$ cat src/rtl/counter_pkg.sv
// Shared types and width helpers for the up/down counter family.
package counter_pkg;

  typedef enum logic {
    CNT_WRAP,
    CNT_SAT
  } cnt_mode_t;

  function automatic int max_int(input int a, input int b);
    return (a > b) ? a : b;
  endfunction

  // One spare bit so v+s and v+(MAX_VALUE+1) never lose their carry.
  function automatic int arith_width(input int width, input int step_width);
    return max_int(width, step_width) + 1;
  endfunction

endpackage

$ cat src/rtl/counter_updown_next.sv
// Combinational next-value and boundary-flag calculator for counter_updown.
module counter_updown_next
  import counter_pkg::*;
#(
  parameter int                WIDTH      = 8,
  parameter int                STEP_WIDTH = 4,
  parameter logic [WIDTH-1:0]  MAX_VALUE  = {WIDTH{1'b1}}
) (
  input  logic [WIDTH-1:0]      value,
  input  logic                  up,
  input  cnt_mode_t             mode,
  input  logic [STEP_WIDTH-1:0] step,
  output logic [WIDTH-1:0]      next_value,
  output logic                  overflow,
  output logic                  underflow
);

  localparam int            AW      = arith_width(WIDTH, STEP_WIDTH);
  localparam logic [AW-1:0] MAX_A   = AW'(MAX_VALUE);
  localparam logic [AW-1:0] RANGE_A = MAX_A + AW'(1);

  logic [AW-1:0] v;
  logic [AW-1:0] s_raw;
  logic [AW-1:0] s;
  logic [AW-1:0] res;

  // NOTE: every output of this block gets a default before any branch, so no path
  // leaves a variable unassigned and no latch is inferred.
  always_comb begin
    v         = AW'(value);
    s_raw     = AW'(step);
    s         = (s_raw > MAX_A) ? MAX_A : s_raw;
    res       = v;
    overflow  = 1'b0;
    underflow = 1'b0;

    if (up) begin
      res = v + s;
      if (res > MAX_A) begin
        overflow = 1'b1;
        res      = (mode == CNT_SAT) ? MAX_A : res - RANGE_A;
      end
    end else if (v >= s) begin
      res = v - s;
    end else begin
      underflow = 1'b1;
      res       = (mode == CNT_SAT) ? '0 : v + RANGE_A - s;
    end

    next_value = WIDTH'(res);
  end

endmodule

$ cat src/rtl/counter_updown.sv
// Up/down counter: registers plus the clear/load/count priority mux.
// Compare output is built only when COUNTER_UPDOWN_CMP_EN is defined.
module counter_updown
  import counter_pkg::*;
#(
  parameter int                WIDTH      = 8,
  parameter int                STEP_WIDTH = 4,
  parameter logic [WIDTH-1:0]  MAX_VALUE  = {WIDTH{1'b1}}
) (
  input  logic                  clk,
  input  logic                  rst,
  input  logic                  enabled,
  input  logic                  up,
  input  cnt_mode_t             mode,
  input  logic [STEP_WIDTH-1:0] step,
  input  logic                  clear,
  input  logic                  load,
  input  logic [WIDTH-1:0]      load_value,
  input  logic [WIDTH-1:0]      cmp_value,
  output logic [WIDTH-1:0]      value,
  output logic                  overflow,
  output logic                  underflow,
  output logic                  match
);

  logic [WIDTH-1:0] calc_value;
  logic             calc_overflow;
  logic             calc_underflow;

  logic [WIDTH-1:0] value_d;
  logic             overflow_d;
  logic             underflow_d;
  logic             match_d;

  counter_updown_next #(
    .WIDTH      (WIDTH),
    .STEP_WIDTH (STEP_WIDTH),
    .MAX_VALUE  (MAX_VALUE)
  ) u_next (
    .value      (value),
    .up         (up),
    .mode       (mode),
    .step       (step),
    .next_value (calc_value),
    .overflow   (calc_overflow),
    .underflow  (calc_underflow)
  );

  always_comb begin
    value_d     = value;
    overflow_d  = 1'b0;
    underflow_d = 1'b0;
    if (clear) begin
      value_d = '0;
    end else if (load) begin
      value_d = (load_value > MAX_VALUE) ? MAX_VALUE : load_value;
    end else if (enabled) begin
      value_d     = calc_value;
      overflow_d  = calc_overflow;
      underflow_d = calc_underflow;
    end
  end

`ifdef COUNTER_UPDOWN_CMP_EN
  // Compare against the value being registered so match lines up with value.
  assign match_d = (value_d == cmp_value);
`else
  logic unused_cmp;
  assign unused_cmp = ^cmp_value;
  assign match_d    = 1'b0;
`endif

  // NOTE: state registers use non-blocking assignments so every flop samples the
  // pre-edge values, independent of statement order.
  always_ff @(posedge clk) begin
    if (rst) begin
      value     <= '0;
      overflow  <= 1'b0;
      underflow <= 1'b0;
      match     <= 1'b0;
    end else begin
      value     <= value_d;
      overflow  <= overflow_d;
      underflow <= underflow_d;
      match     <= match_d;
    end
  end

endmodule

$ cat config.mk
export PLATFORM = sky130hd
export DESIGN_NAME = counter_updown
export DESIGN_NICKNAME = d
export VERILOG_FILES = /design/src/rtl/counter_pkg.sv /design/src/rtl/counter_updown_next.sv /design/src/rtl/counter_updown.sv
export SDC_FILE = /design/constraint.sdc
export NUM_CORES = 1
export LEC_CHECK = 0
export CORE_ASPECT_RATIO = 0.75
export CORE_MARGIN = 2
export CORE_UTILIZATION = 46
export CTS_BUF_LIST = sky130_fd_sc_hd__clkbuf_16
export CTS_CLUSTER_DIAMETER = 30
export DETAILED_ROUTE_END_ITERATION = 10
export PLACE_DENSITY_LB_ADDON = 0.15
export SYNTH_ARGS = -nofsm -noshare
export SYNTH_HDL_FRONTEND = slang
export SYNTH_SLANG_ARGS = --single-unit
$ cat constraint.sdc
create_clock -name clk -period 2.5 [get_ports clk]
set_input_delay 0.25 -clock clk [delete_from_list [all_inputs] [get_ports clk]]
set_output_delay 0.25 -clock clk [all_outputs]
set_load 0.02 [all_outputs]
==> summary.md, run 1 <==
| Metric | Value |
|---|---|
| Period utilization | `0.8652` |
| Fraction of layout cells with a size suffix above 1 | `0.1080` |
| I/O pins | `38` |
| Period minus WS final | `2.163 ns` |
| DPL Wire Length | `~2.6 mm` |
| Initial DRC count | `62` |
| Pin count of the biggest net entering global routing | `15` |
| Sequential area share after synthesis | `0.1702` |
| Via count | `~1300` |
| Post-Syn Nets | `about 190` |
| DRC | `0` |
| Synth Cell Area | `approximately 1200 um^2` |
| Critical Path AT | `2.32 ns` |
| Vias in the first global route | `1156` |
| Core ar. | `2365 um^2` |
| Syn avg cell area | `just under 8 um^2` |
| Cts repair resizes | `0` |
| Slowest CP cell | `clkdlybuf4s50_1` |
| Worst slew pin tran | `0.6873 ns` |
| Netlist cell types | `55` |
| Worst path max stage delay | `between 0.4 and 0.5 ns` |
| CP cell instances | `clkdlybuf4s50_1 -> ha_1 -> fa_1 -> nand2b_1 -> a21oi_2 -> a31o_2 -> a21o_1 -> a311oi_2` |
| Max-slew violation count | `0` |
| Initial Util | `0.4974` |
| Number of diodes | `0` |
| Clk sinks | `10` |
| # H-tree levels | `1` |
| CTS tree | `done` |
| FFs w/ async S/R, synth | `0` |
| EDFF count, synth | `0` |
| Max-cap violations | `0` |
| Pwr Density | `456.0 nW/um^2` |
| I/O Buffers | `28` |
| Total track usage | `0.2414` |
| Critical path type | `in -> reg` |
| Layout Skew | `just under 0.001 ns` |
| CTS root buffer | `clkbuf_16` |
| WL per Instance | `15.90 um` |
| Setup TNS | `0 ns` |
| Initial antenna violation count | `0` |
| Hold Path Class | `reg -> reg` |
| Crit. End Element | `flop` |
| Latest clock arrival within the worst-skew pair | `0.24 ns` |
| Final hold violations | `0` |
| Site row count | `15` |
| Slew margin rel. | `0.5401` |
| Post CTS Setup Buffer Count | `0` |
| Flops & latches, synth | `10` |
| RSZ-0062 raised after global routing | `no` |
| CP required | `approximately 2.7 ns` |
| Total power | `between 700 and 800 uW` |
| Post-route ant nets | `0` |
| Prevailing post-synth register cell | `dfxtp_1` |
| Gp weighted congestion | `about 0.9` |
| Final #Nets | `214` |
| First-pass GRT wire length | `5.444 mm` |
| Die width | `62.39 um` |
| Status | `finished, final reports clean` |
| Cts-stage hold buffer count | `0` |
| Fmax | `between 0.4 and 0.5 GHz` |
| Layout fillers | `around 220` |
| Gr ovfl total | `0` |
| Total CTS buffers | `3` |
| Vias per cell | `6.010` |
| Mapped Cells | `about 150` |
| Routed WL | `between 3 and 4 mm` |
| Worst Path Max Fanout | `8` |
| LEAKAGE | `0.6020 nW` |
| Final setup fails | `0` |
| Die height | `47.79 um` |
| Worst-path clk slew | `roughly 0.04 ns` |
| IR drop worst, VDD | `~0.47 mV` |
| Total die area | `2981 um^2` |
| Ys Warns | `0` |
| CP Launch Type | `input port` |
| Worst-case clock buffer depth | `2` |
| Area Growth Syn to Fin | `30.64%` |
| Hold WS | `between 0.5 and 0.6 ns` |
| Layout Utilization | `0.6497` |
| TritonRoute pass-1 iters | `4` |
## Yosys cell counts, types with 2 or more instances
| master | count | area [um^2] |
|---|---|---|
| o21ai_0 | 14 | 70.07 |
| inv_1 | 12 | 45.04 |
| dfxtp_1 | 10 | 200.2 |
| nand2_1 | 10 | 37.54 |
| nor2_1 | 10 | 37.54 |
| ha_1 | 8 | 100.1 |
| nor3_1 | 8 | 40.04 |
| a21oi_1 | 6 | 30.03 |
| o211ai_1 | 4 | 30.03 |
| a211o_1 | 3 | 26.28 |
| a211oi_1 | 3 | 22.52 |
| a21o_1 | 3 | 22.52 |
| a31oi_1 | 3 | 18.77 |
| buf_4 | 3 | 22.52 |
| nor2b_1 | 3 | 18.77 |
| or2_2 | 3 | 18.77 |
| clkbuf_1 | 2 | 7.510 |
| clkbuf_2 | 2 | 10.01 |
| fa_1 | 2 | 40.04 |
| nand2b_1 | 2 | 12.51 |
| nand3_1 | 2 | 10.01 |
| nor3b_1 | 2 | 15.01 |
| o21a_1 | 2 | 15.01 |
| o31ai_1 | 2 | 15.01 |
| xnor2_1 | 2 | 17.52 |
## routing by layer
metal  GRT usage  share of wire  up-vias
met4     0.06667         0.0072        0
li1            -              -      605
met2      0.3978           0.45       68
met3     0.06588           0.11        4
met1      0.3225           0.44      585
met5           0              0        -
## critical path, delay by kind of cell
| kind | cells | cell delay [ns] |
|---|---|---|
| AOI/OAI and AO/OA | 4 | 0.80 |
| adders and majority gates | 2 | 0.65 |
| buffers and inverters | 1 | 0.44 |
| and+or+nand+nor | 1 | 0.18 |
## worst paths after layout
check | slack, ns | cells past startpoint | startpoint | end
worst max register to register | 0.43 | 8 | value[0]$_SDFFE_PP0P_ | value[4]$_SDFFE_PP0P_
worst min register to register | 0.56 | 1 | value[2]$_SDFFE_PP0P_ | value[2]$_SDFFE_PP0P_
worst max-delay path | 0.34 | 8 | step[0] | value[4]$_SDFFE_PP0P_
worst min-delay path | 0.56 | 1 | value[2]$_SDFFE_PP0P_ | value[2]$_SDFFE_PP0P_
## through the flow
stage               cells  setup slack, ns  area, um^2
floorplan             151           0.4277        1176
global placement      206           0.1217        1458
detailed placement    206          0.09269        1458
CTS                   210           0.3377        1536
global route          210           0.2410        1536
finish                210           0.3371        1536
## state kept, by name, summed over array words and instances, names as in the netlist
| register | count |
|---|---|
| overflow | 1 |
| underflow | 1 |
| value | 8 |
## power breakdown
group	total, mW	internal [mW]	switching (mW)	leakage, nW
Sequential	0.184	0.167	0.0162	0.0816
Clock	0.298	0.211	0.0870	0.0385
Combinational	0.219	0.104	0.115	0.482
## placed cells by master (no fill, tap or decap), drive strengths merged, types with 5 or more instances in the layout
cell type,instances
o21ai,15
nand2,11
nor2,10
o211ai,5
ha,8
nor3,8
inv,12
dfxtp,10
clkdlybuf4s50,28
a21oi,7
## cells by family (layout without fill, tap and decap cells)
logic type | Yosys count | in the layout | share of synthesized area
compound gates | 58 | 58 | 0.3713
simple gates | 48 | 48 | 0.2277
fa+ha+maj | 10 | 10 | 0.1192
xor+xnor | 3 | 3 | 0.02234
other cells | 1 | 1 | 0.003188
flops | 10 | 10 | 0.1702
buf+inv | 21 | 46 | 0.08616
## layout make-up
class | instances | area (um^2) | area share
multi-input cells | 120 | 874.6 | 0.5692
repair buffers | 30 | 295.3 | 0.1922
flip-flops and latches | 10 | 200.2 | 0.1303
clock buffers | 3 | 75.07 | 0.04886
inverters | 12 | 45.04 | 0.02932
well taps | 34 | 42.54 | 0.02769
clock inverters | 1 | 3.754 | 0.002443
No activity file was read; power rests on OpenSTA's default activity.
==> run 2, diff against run 1 <==
CORE_UTILIZATION = 42   (was 46)
HOLD_SLACK_MARGIN = 0.08   (was default)
clock period = 1.79 ns   (was 2.5 ns; I/O delays follow)
==> summary.md, run 2 (synthesis gave the netlist of run 1 again) <==
| Metric | Value |
|---|---|
| Commonest cells after routing, fill and taps aside | `39 x buf_4, 24 x clkdlybuf4s50_1, 12 x o21ai_0` |
| TritonRoute pass-1 iters | `5` |
| Period minus WS final | `around 1.9 ns` |
| Worst-case clock buffer depth | `2` |
| Setup slack after layout | `-0.08968 ns` |
| DRC | `0` |
| Min-Delay Path Depth | `1` |
| Site row count | `16` |
| Fraction of layout cells with a size suffix above 1 | `0.3953` |
| Layout Skew | `0.002449 ns` |
| Commonest non-fill, non-tap cell in the layout | `buf_4` |
| First-pass GRT wire length | `7.031 mm` |
| Final setup fails | `5` |
| Setup TNS | `-0.3040 ns` |
| IR drop worst, VDD | `0.5062 mV` |
| Max-slew violation count | `0` |
| Max-cap violations | `0` |
| CP required | `~2.0 ns` |
| Latest clock arrival within the worst-skew pair | `approximately 0.25 ns` |
| Pin count of the biggest net entering global routing | `11` |
| Die height | `~50 um` |
| Total CTS buffers | `3` |
| Max reg flops | `8` |
| CTS root buffer | `clkbuf_16` |
| Register name with the most flops | `value` |
| Period utilization | `1.050` |
| Vias in the first global route | `1429` |
| Gp weighted congestion | `about 0.95` |
| Post-route ant nets | `0` |
| Layout fillers | `~190` |
| Final hold violations | `0` |
| R2R depth | `8` |
| Vias per cell | `5.952` |
| CTS tree | `done` |
| Fin cells | `around 250` |
| Status | `finished with violations` |
| CP Launch Type | `flop` |
| Routed WL | `between 4 and 5 mm` |
| Biggest regs | `value x8, overflow x1, underflow x1` |
| Core ar. | `approximately 2600 um^2` |
| I/O pins | `38` |
| Initial antenna violation count | `0` |
| Die width | `65.11 um` |
| Gr ovfl total | `0` |
| Fmax | `0.5320 GHz` |
| Initial Util | `0.4451` |
| Final #Nets | `253` |
| Hold Path Class | `reg -> reg` |
| Worst Path Max Fanout | `7` |
| Total die area | `about 3200 um^2` |
| Clk sinks | `10` |
| DPL Wire Length | `3.183 mm` |
| RSZ-0062 raised after global routing | `yes` |
| LEAKAGE | `around 0.82 nW` |
| I/O Buffers | `28` |
| Crit. End Element | `flop` |
| Initial DRC count | `117` |
| DP Cell Count | `~240` |
| Number of diodes | `0` |
| WL per Instance | `around 18 um` |
| Pwr Density | `~560 nW/um^2` |
| Failing checks | `setup timing` |
| Area Growth Syn to Fin | `74.04%` |
| # H-tree levels | `1` |
| Worst-path clk slew | `about 0.05 ns` |
| Critical Path AT | `between 2 and 2.5 ns` |
| Critical path type | `reg -> reg` |
| Via count | `approximately 1500` |
| Total track usage | `0.2898` |
| Total power | `1.153 mW` |
run 2: worst paths after layout:
path	slack (ns)	endpoint	startpoint
worst max-delay path	-0.09	value[4]$_SDFFE_PP0P_	value[0]$_SDFFE_PP0P_
worst min-delay path	0.55	value[2]$_SDFFE_PP0P_	value[2]$_SDFFE_PP0P_
worst max register to register	-0.09	value[4]$_SDFFE_PP0P_	value[0]$_SDFFE_PP0P_
worst min register to register	0.55	value[2]$_SDFFE_PP0P_	value[2]$_SDFFE_PP0P_
run 2: per-layer routing:
layer | up-vias | global-route usage | share of wire
met5 | - | 0 | 0
met1 | 702 | 0.3905 | 0.41
met2 | 96 | 0.4639 | 0.47
li1 | 682 | - | -
met3 | 14 | 0.06164 | 0.10
met4 | 0 | 0.09028 | 0.018
run 2: power by group:
group          switching [mW]  internal, mW  total, mW
Clock                   0.127         0.295      0.422
Sequential             0.0185         0.232      0.251
Combinational           0.232         0.248      0.480
run 2: critical path: stages, from the launching register on:
cell and delay, ns:
dfxtp_4 0.36, inv_2 0.04, ha_4 0.16, fa_2 0.34, nor2b_2 0.14, o21a_4 0.21
nor2_2 0.04, a211o_1 0.26, a311oi_2 0.24
run 2: metrics by stage:
stage	setup slack, ns	utilization	cell area [um^2]	hold WS, ns
floorplan	-0.05789	-	1242	0.3642
global placement	-0.5994	0.6728	1778	0.5284
detailed placement	-0.5570	0.6728	1778	0.5375
CTS	-0.1069	0.7453	1969	0.5479
global route	-0.1504	0.7746	2047	0.5697
finish	-0.08968	0.7746	2047	0.5464
run 2: what timing repair did:
| item | in CTS | in global routing |
|---|---|---|
| gates resized for setup | 20 | 11 |
| setup endpoints to repair | 8 | 8 |
| hold buffers | 0 | 0 |
| pin swaps | 12 | 10 |
| buffers inserted | 2 | 3 |
run 2: final cells by class:
| class | count | area [um^2] | area share |
|---|---|---|---|
| inverters | 12 | 45.04 | 0.02200 |
| repair buffers | 69 | 594.3 | 0.2903 |
| well taps | 36 | 45.04 | 0.02200 |
| clock inverters | 1 | 3.754 | 0.001834 |
| flip-flops and latches | 10 | 212.7 | 0.1039 |
| clock buffers | 3 | 75.07 | 0.03667 |
| multi-input cells | 120 | 1071 | 0.5232 |
